<file path="config.mk">
export PLATFORM = sky130hd
export DESIGN_NAME = tiny_rv_csr_file
export DESIGN_NICKNAME = d
export VERILOG_FILES = /design/src/rtl/tiny_rv_csr_file.sv
export SDC_FILE = /design/constraint.sdc
export NUM_CORES = 1
export LEC_CHECK = 0
export BUFFER_PORTS_ARGS = -buffer_cell sky130_fd_sc_hd__clkbuf_2
export CAP_MARGIN = 5
export CORE_AREA = 2 2 93 162
export DETAILED_ROUTE_END_ITERATION = 6
export DIE_AREA = 0 0 95 164
export PLACE_DENSITY = 0.78
export SLEW_MARGIN = 20
export SYNTH_ARGS = -nofsm -noshare
export SYNTH_HDL_FRONTEND = slang
export SYNTH_SLANG_ARGS = --single-unit
export TNS_END_PERCENT = 20
</file>
<file path="constraint.sdc">
create_clock -name i_clk -period 9.15 [get_ports i_clk]
set_clock_uncertainty 0.15 [all_clocks]
set_input_delay 1.83 -clock i_clk [delete_from_list [all_inputs] [get_ports i_clk]]
set_output_delay 1.83 -clock i_clk [all_outputs]
set_load 0.02 [all_outputs]
</file>
<file path="src/rtl/tiny_rv_csr_file.sv">
// Machine-mode CSR file for the tiny_rv execute stage: Zicsr decode, trap CSRs, counters.
// Define TINY_RV_CSR_COUNTERS_EN to build mcycle/minstret and their user-mode shadows.
module tiny_rv_csr_file #(
  parameter int          COUNTER_WIDTH = 64,
  parameter logic [31:0] MTVEC_RESET   = 32'h0000_0000,
  parameter logic [31:0] HART_ID       = 32'h0000_0000
) (
  input  logic        i_clk,
  input  logic        i_rst,
  input  logic        i_valid,
  input  logic [6:0]  opcode,
  input  logic [2:0]  funct3,
  input  logic [4:0]  src_idx,
  input  logic [31:0] rs1,
  input  logic [11:0] csr,
  input  logic        i_retire,
  input  logic        i_trap,
  input  logic [31:0] i_trap_pc,
  input  logic [31:0] i_trap_cause,
  input  logic        i_mret,
  output logic        active,
  output logic        illegal,
  output logic [31:0] result,
  output logic [31:0] mtvec_o,
  output logic [31:0] mepc_o,
  output logic        mie_o
);

  localparam logic [6:0]  OP_SYSTEM     = 7'b1110011;
  localparam logic [11:0] CSR_MSTATUS   = 12'h300;
  localparam logic [11:0] CSR_MISA      = 12'h301;
  localparam logic [11:0] CSR_MTVEC     = 12'h305;
  localparam logic [11:0] CSR_MSCRATCH  = 12'h340;
  localparam logic [11:0] CSR_MEPC      = 12'h341;
  localparam logic [11:0] CSR_MCAUSE    = 12'h342;
  localparam logic [11:0] CSR_MCYCLE    = 12'hB00;
  localparam logic [11:0] CSR_MINSTRET  = 12'hB02;
  localparam logic [11:0] CSR_MCYCLEH   = 12'hB80;
  localparam logic [11:0] CSR_MINSTRETH = 12'hB82;
  localparam logic [11:0] CSR_CYCLE     = 12'hC00;
  localparam logic [11:0] CSR_INSTRET   = 12'hC02;
  localparam logic [11:0] CSR_CYCLEH    = 12'hC80;
  localparam logic [11:0] CSR_INSTRETH  = 12'hC82;
  localparam logic [11:0] CSR_MHARTID   = 12'hF14;
  localparam logic [31:0] MISA_VALUE    = 32'h4000_0100;

  typedef enum logic [1:0] {
    OP_NONE = 2'b00,
    OP_RW   = 2'b01,
    OP_RS   = 2'b10,
    OP_RC   = 2'b11
  } csr_op_e;

  logic        mstatus_mie;
  logic        mstatus_mpie;
  logic [31:0] mtvec;
  logic [31:0] mscratch;
  logic [31:0] mepc;
  logic [31:0] mcause;

  logic        implemented;
  logic [31:0] old_value;
  logic [31:0] new_value;
  logic [31:0] src;
  logic        wr_en;
  logic        read_only;
  logic        commit;
  csr_op_e     op;

  logic [63:0] cycle_full;
  logic [63:0] instret_full;

  // ---------------------------------------------------------------- decode
  assign op        = csr_op_e'(funct3[1:0]);
  assign active    = (opcode == OP_SYSTEM) && (op != OP_NONE);
  assign src       = funct3[2] ? {27'd0, src_idx} : rs1;
  // Set/clear forms with a zero source are pure reads and must not trip read-only checks.
  assign wr_en     = (op == OP_RW) || (src_idx != 5'd0);
  assign read_only = (csr[11:10] == 2'b11);
  assign illegal   = active && (!implemented || (wr_en && read_only));
  assign result    = (active && !illegal) ? old_value : 32'd0;
  assign commit    = i_valid && active && !illegal && wr_en && !i_trap && !i_mret;

  // NOTE: every output of a combinational block gets a default before the case,
  // otherwise unlisted addresses would hold their last value and infer a latch.
  always_comb begin
    implemented = 1'b1;
    old_value   = 32'd0;
    case (csr)
      CSR_MSTATUS:  old_value = {19'd0, 2'b11, 3'd0, mstatus_mpie, 3'd0, mstatus_mie, 3'd0};
      CSR_MISA:     old_value = MISA_VALUE;
      CSR_MTVEC:    old_value = mtvec;
      CSR_MSCRATCH: old_value = mscratch;
      CSR_MEPC:     old_value = mepc;
      CSR_MCAUSE:   old_value = mcause;
      CSR_MHARTID:  old_value = HART_ID;
`ifdef TINY_RV_CSR_COUNTERS_EN
      CSR_MCYCLE,    CSR_CYCLE:    old_value = cycle_full[31:0];
      CSR_MCYCLEH,   CSR_CYCLEH:   old_value = cycle_full[63:32];
      CSR_MINSTRET,  CSR_INSTRET:  old_value = instret_full[31:0];
      CSR_MINSTRETH, CSR_INSTRETH: old_value = instret_full[63:32];
`endif
      default:      implemented = 1'b0;
    endcase
  end

  always_comb begin
    new_value = old_value;
    case (op)
      OP_RW:   new_value = src;
      OP_RS:   new_value = old_value | src;
      OP_RC:   new_value = old_value & ~src;
      default: new_value = old_value;
    endcase
  end

  // ------------------------------------------------------------ trap state
  // NOTE: all state here is clocked, so only non-blocking assignments are used;
  // blocking ones would let later statements see the updated value mid-edge.
  always_ff @(posedge i_clk) begin
    if (i_rst) begin
      mstatus_mie  <= 1'b0;
      mstatus_mpie <= 1'b0;
      mtvec        <= {MTVEC_RESET[31:2], 2'b00};
      mscratch     <= 32'd0;
      mepc         <= 32'd0;
      mcause       <= 32'd0;
    end else if (i_trap) begin
      mepc         <= {i_trap_pc[31:2], 2'b00};
      mcause       <= i_trap_cause;
      mstatus_mpie <= mstatus_mie;
      mstatus_mie  <= 1'b0;
    end else if (i_mret) begin
      mstatus_mie  <= mstatus_mpie;
      mstatus_mpie <= 1'b1;
    end else if (commit) begin
      case (csr)
        CSR_MSTATUS: begin
          mstatus_mie  <= new_value[3];
          mstatus_mpie <= new_value[7];
        end
        CSR_MTVEC:    mtvec    <= {new_value[31:2], 2'b00};
        CSR_MSCRATCH: mscratch <= new_value;
        CSR_MEPC:     mepc     <= {new_value[31:2], 2'b00};
        CSR_MCAUSE:   mcause   <= new_value;
        default: ;
      endcase
    end
  end

  // -------------------------------------------------------------- counters
`ifdef TINY_RV_CSR_COUNTERS_EN
  logic [COUNTER_WIDTH-1:0] mcycle;
  logic [COUNTER_WIDTH-1:0] minstret;

  assign cycle_full   = 64'(mcycle);
  assign instret_full = 64'(minstret);

  // A CSR write replaces the whole counter for that cycle, so the increment is lost.
  always_ff @(posedge i_clk) begin
    if (i_rst) begin
      mcycle <= '0;
    end else if (commit && csr == CSR_MCYCLE) begin
      mcycle <= COUNTER_WIDTH'({cycle_full[63:32], new_value});
    end else if (commit && csr == CSR_MCYCLEH) begin
      mcycle <= COUNTER_WIDTH'({new_value, cycle_full[31:0]});
    end else begin
      mcycle <= mcycle + 1'b1;
    end
  end

  always_ff @(posedge i_clk) begin
    if (i_rst) begin
      minstret <= '0;
    end else if (commit && csr == CSR_MINSTRET) begin
      minstret <= COUNTER_WIDTH'({instret_full[63:32], new_value});
    end else if (commit && csr == CSR_MINSTRETH) begin
      minstret <= COUNTER_WIDTH'({new_value, instret_full[31:0]});
    end else if (i_retire) begin
      minstret <= minstret + 1'b1;
    end
  end
`else
  logic unused_counter_inputs;

  assign cycle_full            = 64'd0;
  assign instret_full          = 64'd0;
  assign unused_counter_inputs = i_retire & (COUNTER_WIDTH > 32);
`endif

  assign mtvec_o = mtvec;
  assign mepc_o  = mepc;
  assign mie_o   = mstatus_mie;

endmodule

</file>
* Word level (Yosys, flattened, before mapping)
Cells that the tools add are included.
** Cells by class
- Equality and inequality tests :: 13
- Muxes and demuxes :: 20
- Bitwise operators :: 5
- Reduce and logical (&&, ||, !) cells :: 32
** Operators by type and width (count)
- 32-bit two-way mux :: 10
- 32-bit one-hot mux with 6 select lines :: 1
- 32-bit one-hot mux with 3 select lines :: 1
- 12-bit by 10-bit equality test with 1-bit output (second input constant) :: 6
- 32-bit AND :: 1
- 32-bit NOT :: 1
- 32-bit bitwise OR :: 1
- 12-bit equality test (second input constant) :: 1
- 2-bit nonzero test :: 6
- 1-bit logical AND :: 9
- 1-bit two-way mux :: 8
- 4-bit AND reduction :: 2
- 7-bit equality test (second input constant) :: 1
- 7-bit OR reduction :: 1
- 2-bit equality test (second input constant) :: 3
- 3-bit AND reduction :: 2
- 3-bit nonzero test :: 2
- 5-bit nonzero test :: 1
- 1-bit zero test :: 4
- 2-bit AND reduction :: 2
- 2-bit by 1-bit equality test with 1-bit output (second input constant) :: 1
- 1-bit logical OR :: 2
- 2-bit inequality test (second input constant) :: 1
- 1-bit NOT :: 2
- 2-bit OR reduction :: 1
** Storage, ports and cells
- Flip-flop bits (word level) :: 126
- Input bits :: 129
- Word-level logic and storage cells :: 76

* Longest topological paths before layout
- Depth in word-level cells :: 14
- Depth in mapped cells :: 10
- Mapped depth without buffers :: 6

* Worst setup path after synthesis
OpenSTA, ideal clock, no wires.
- Kind :: input to output
- Start point :: input port csr[3]
- End point :: output port result[10]
- Arrival :: 3903 ps
- Data required time :: 7170 ps
- Setup slack :: 3267 ps
- Stages on the path :: 8
- Cell sequence :: buf_2 > nor2_1 > or4b_1 > or4_1 > a21oi_1 > nand3_1 > clkbuf_1 > a31oi_1
** On the way
- Cells in the longest elaborated chain, start to end :: 9
- Elaborated cells between the ends (all ways) :: 16
** RTL lines
- start, declared :: RTL line 15 : input logic [11:0] csr,
- 12-bit by 10-bit equality test with 1-bit output / 12-bit equality test (equally long branches) :: RTL line 89 : case (csr)
- 7-bit OR reduction (no source line)
- 1-bit two-way mux :: RTL line 89
- 1-bit zero test :: RTL line 80 : assign illegal = active && (!implemented || (wr_en && read_only));
- 1-bit logical OR :: RTL line 80
- 1-bit logical AND :: RTL line 80
- 1-bit zero test :: RTL line 81 : assign result = (active && !illegal) ? old_value : 32'd0;
- 1-bit logical AND :: RTL line 81
- 32-bit two-way mux (*) :: RTL line 81
- end, declared :: RTL line 23 : output logic [31:0] result,
Mark *: on every way between the ends. The rest lies on a longest branch, timed or not.

* Worst setup path after layout
- Start point :: input port csr[6]
- End point :: output port result[27]
Same word-level chain as after synthesis.

==> insert_results.sql <==
INSERT INTO impl_metrics (metric_group, metric, value, unit) VALUES
('placement', 'globalplace.congestion', '0.9260', ''),
('synthesis', 'post-synth-top-area-fraction', '36.06', '%'),
('grt', 'grt_overflow', '0', ''),
('route', 'ant_nets', '0', ''),
('placement', 'dp.final_hpwl', '17.42', 'mm'),
('sta', 'rsz0062_at_grt', 'false', ''),
('cells_and_area', 'layout-area-overhead-vs-synth', '24.85', '%'),
('sta', 'min_period_over_period', '80.12', '%'),
('sta', 'final_max_slew_viol_count', '0', ''),
('flow_run', 'maxCapViolations', '0', ''),
('synthesis', 'synth.yosys.warnings', '0', ''),
('sta', 'report.final.setup_viol', '0', ''),
('setup_path', 'timing.rr.end', 'mcause[6]', ''),
('placement', 'dpl-instance-area', '0.008159', 'mm²'),
('grt', 'grt_first_pass_wirelength', '40.08', 'mm'),
('setup_path', 'critPathKind', 'primary input to output pin', ''),
('clocking', 'clk_root_buffer_cell', 'sky130_fd_sc_hd__clkbuf_16', ''),
('min_path', 'worstHoldStart', 'mscratch[15]', ''),
('synthesis', 'number_of_enable_flip_flop_cells_after_synthesis', '0', ''),
('synthesis', 'synthDistinctLibCells', '59', ''),
('placement', 'port_buffers', '220', ''),
('die', 'fp.dieArea', '0.01558', 'mm²'),
('clocking', 'clkSlewWorstSetupHoldPaths', '0.07', 'ns'),
('clocking', 'worst_skew_pair_latency', '0.42', 'ns'),
('synthesis', 'synth_top_cells_by_area', 'sky130_fd_sc_hd__dfxtp_1 (36%), sky130_fd_sc_hd__a22oi_1 (7.3%), sky130_fd_sc_hd__o21ai_0 (7.2%), sky130_fd_sc_hd__nand2_1 (7.2%), sky130_fd_sc_hd__nand3_1 (3.9%)', ''),
('outcome', 'failed_checks', 'design-rule violations', ''),
('synthesis', 'synth_top_cell_by_area', 'sky130_fd_sc_hd__dfxtp_1', ''),
('synthesis', 'synth_area', '0.006994', 'mm²'),
('sta', 'finalHoldViolations', '0', ''),
('setup_path', 'critPathMaxFanout', '32', ''),
('power_and_ir_drop', 'power_density', '161.0', 'mW/mm²'),
('route', 'drcViolationCount', '2', ''),
('route', 'dr.pass1.iters', '7', ''),
('clocking', 'numClockSinks', '126', ''),
('grt', 'maximum_number_of_pins_on_one_net_before_global_route_repair', '35', ''),
('clocking', 'post-cts-setup-buffer-count', '0', ''),
('clocking', 'cts_hold_repair.buffers', '0', ''),
('grt', 'first_global_vias', '7718', ''),
('cells_and_area', 'finish.net_count', '1213', ''),
('grt', 'track_usage', '33.83', '%'),
('setup_path', 'reg2regPathDepth', '6', ''),
('clocking', 'post_cts_resized', '0', ''),
('sta', 'worst_slew_pin_slew', '1.151', 'ns'),
('die', 'core-area', '0.01430', 'mm²'),
('synthesis', 'ys_async_sr_fraction', '0', '%'),
('die', 'boundaryPins', '228', ''),
('die', 'starting_density', '48.92', '%'),
('setup_path', 'endpoint_kind', 'output pin', ''),
('outcome', 'outcome', 'finished, violations left', ''),
('cells_and_area', 'post_layout_instance_area', '0.008732', 'mm²'),
('clocking', 'numCtsBuffers', '17', ''),
('route', 'finalWirelength', '26.34', 'mm'),
('clocking', 'max_root_sink_buffers', '2', ''),
('sta', 'slew_headroom', '22.70', '%'),
('route', 'via_per_inst', '6.364', ''),
('route', 'wire_per_inst', '20.62', 'µm'),
('setup_path', 'worstPathRequired', '7.17', 'ns'),
('sta', 'timing.fmax', '136.4', 'MHz'),
('sta', 'layout_min_cycle_time', '7.331', 'ns'),
('clocking', 'cts.htree.levels', '4', ''),
('power_and_ir_drop', 'power.ir.vdd_worst', '0.0001149', 'V'),
('die', 'chipWidth', '95', 'µm'),
('cells_and_area', 'final_layout_size_suffix_gt1_share', '27.16', '%'),
('setup_path', 'timing.critical_path.from_type', 'primary input', ''),
('min_path', 'holdPathEnd', 'mscratch[15]', ''),
('synthesis', 'synth_top_flop_cell', 'sky130_fd_sc_hd__dfxtp_1', ''),
('synthesis', 'ys_ff_latch', '126', ''),
('power_and_ir_drop', 'total_leakage_power', '0.003376', 'µW'),
('synthesis', 'syn_inst', '910', ''),
('die', 'die-height', '164', 'µm'),
('cells_and_area', 'num_antenna_cells', '0', '');
final cells by class:
type / instances / area [µm²]
well taps: 180 / 225.2
clock buffers: 18 / 429.2
repair buffers: 236 / 1221
inverters: 5 / 18.77
flip-flops and latches: 126 / 2522
fillers: 1342 / 5564
multi-input cells: 698 / 4180
clock inverters: 14 / 135.1
placed cells by master, fill, tap and decap left out, types with 12 or more instances in the layout:
cell type and instances:
sky130_fd_sc_hd__clkbuf_16 17, sky130_fd_sc_hd__nor3_1 17, sky130_fd_sc_hd__a21oi_1 34, sky130_fd_sc_hd__nand2_1 134
sky130_fd_sc_hd__a31oi_1 26, sky130_fd_sc_hd__mux2_2 12, sky130_fd_sc_hd__clkbuf_2 220, sky130_fd_sc_hd__xnor2_1 14
sky130_fd_sc_hd__dfxtp_1 126, sky130_fd_sc_hd__a32oi_1 15, sky130_fd_sc_hd__a22oi_1 68, sky130_fd_sc_hd__nand3_1 54
sky130_fd_sc_hd__nor2b_1 30, sky130_fd_sc_hd__nor2_1 39, sky130_fd_sc_hd__o21ai_0 101, sky130_fd_sc_hd__a211oi_1 13
sky130_fd_sc_hd__buf_4 16
synth_stat cells (5+ instances only):
| master | n |
|---|---|
| sky130_fd_sc_hd__a31oi_1 | 26 |
| sky130_fd_sc_hd__o22ai_1 | 8 |
| sky130_fd_sc_hd__nand2b_1 | 8 |
| sky130_fd_sc_hd__dfxtp_1 | 126 |
| sky130_fd_sc_hd__nand2_1 | 134 |
| sky130_fd_sc_hd__nor2_1 | 40 |
| sky130_fd_sc_hd__o21ai_1 | 10 |
| sky130_fd_sc_hd__nand3_1 | 55 |
| sky130_fd_sc_hd__a211oi_1 | 13 |
| sky130_fd_sc_hd__mux2_2 | 12 |
| sky130_fd_sc_hd__buf_4 | 5 |
| sky130_fd_sc_hd__nor3_1 | 18 |
| sky130_fd_sc_hd__o21ai_0 | 101 |
| sky130_fd_sc_hd__mux2i_1 | 11 |
| sky130_fd_sc_hd__inv_1 | 5 |
| sky130_fd_sc_hd__xnor2_1 | 14 |
| sky130_fd_sc_hd__a22oi_1 | 68 |
| sky130_fd_sc_hd__a32oi_1 | 15 |
| sky130_fd_sc_hd__buf_1 | 8 |
| sky130_fd_sc_hd__or2_2 | 5 |
| sky130_fd_sc_hd__nor2b_1 | 31 |
| sky130_fd_sc_hd__a221oi_1 | 5 |
| sky130_fd_sc_hd__a21oi_1 | 35 |
| sky130_fd_sc_hd__buf_2 | 10 |
| sky130_fd_sc_hd__nand4_1 | 5 |
| sky130_fd_sc_hd__and3_1 | 5 |
| sky130_fd_sc_hd__and2_1 | 5 |
| sky130_fd_sc_hd__clkbuf_1 | 59 |
| sky130_fd_sc_hd__o31ai_1 | 10 |
| sky130_fd_sc_hd__a211o_1 | 10 |
state kept, by name (all words and copies together) (netlist names):
| name | cells |
|---|---|
| mtvec_o | 30 |
| mscratch | 32 |
| mie_o | 1 |
| mstatus_mpie | 1 |
| mepc_o | 30 |
| mcause | 32 |
through the flow:
stage                     cells  hold WS (ns)  total power [µW]  worst slack (ns)  utilization, %
final                      1277        0.3009              1406             1.819           61.08
after global routing       1277        0.3231              1449             1.754           61.08
after CTS                  1277        0.3040              1404             1.968           61.02
after detailed placement   1245        0.2904             761.0             1.978           57.07
after global placement     1245        0.2797             757.9             2.007           57.07
after floorplan             913        0.2712             691.1             3.267               -
worst max-delay path: stages:
cell and delay, ns:
sky130_fd_sc_hd__clkbuf_2 0.41, sky130_fd_sc_hd__nor2_1 0.37, sky130_fd_sc_hd__or4b_1 0.45, sky130_fd_sc_hd__or4_1 0.45
sky130_fd_sc_hd__a21oi_1 0.27, sky130_fd_sc_hd__nand3_2 0.71, sky130_fd_sc_hd__a31oi_1 0.59, sky130_fd_sc_hd__clkbuf_2 0.25
where the power goes:
part	switching [µW]	internal, µW	leakage [µW]
clock	274	379	0.000258
sequential	11.9	565	0.00103
combinational	109	66.9	0.00209
routing by layer:
metal	vias to the layer above	routed length [µm]	track usage, %
met5	-	0	0
met4	0	1465	19.89
met3	134	2199	6.101
met2	515	13190	57.70
met1	3774	9476	38.83
li1	3704	-	-
how the worst max path moves through the flow:
stage,from,to,slack (ns),cells past startpoint
global route,csr[11],result[27],1.75,8
detailed placement,csr[6],result[27],1.98,8
floorplan,csr[3],result[10],3.27,8
finish,csr[6],result[27],1.82,8
CTS,csr[6],result[27],1.97,8
global placement,csr[6],result[27],2.01,8
cells by family after synthesis:
group                     share of synthesized area, %
and+or+nand+nor                                  23.88
AOI/OAI and AO/OA                                28.80
DFF                                              36.06
buffers and inverters                            5.438
muxes                                            3.506
xor gates and xnor gates                         2.254
other                                          0.05362
No activity file was read; power rests on OpenSTA's default activity.
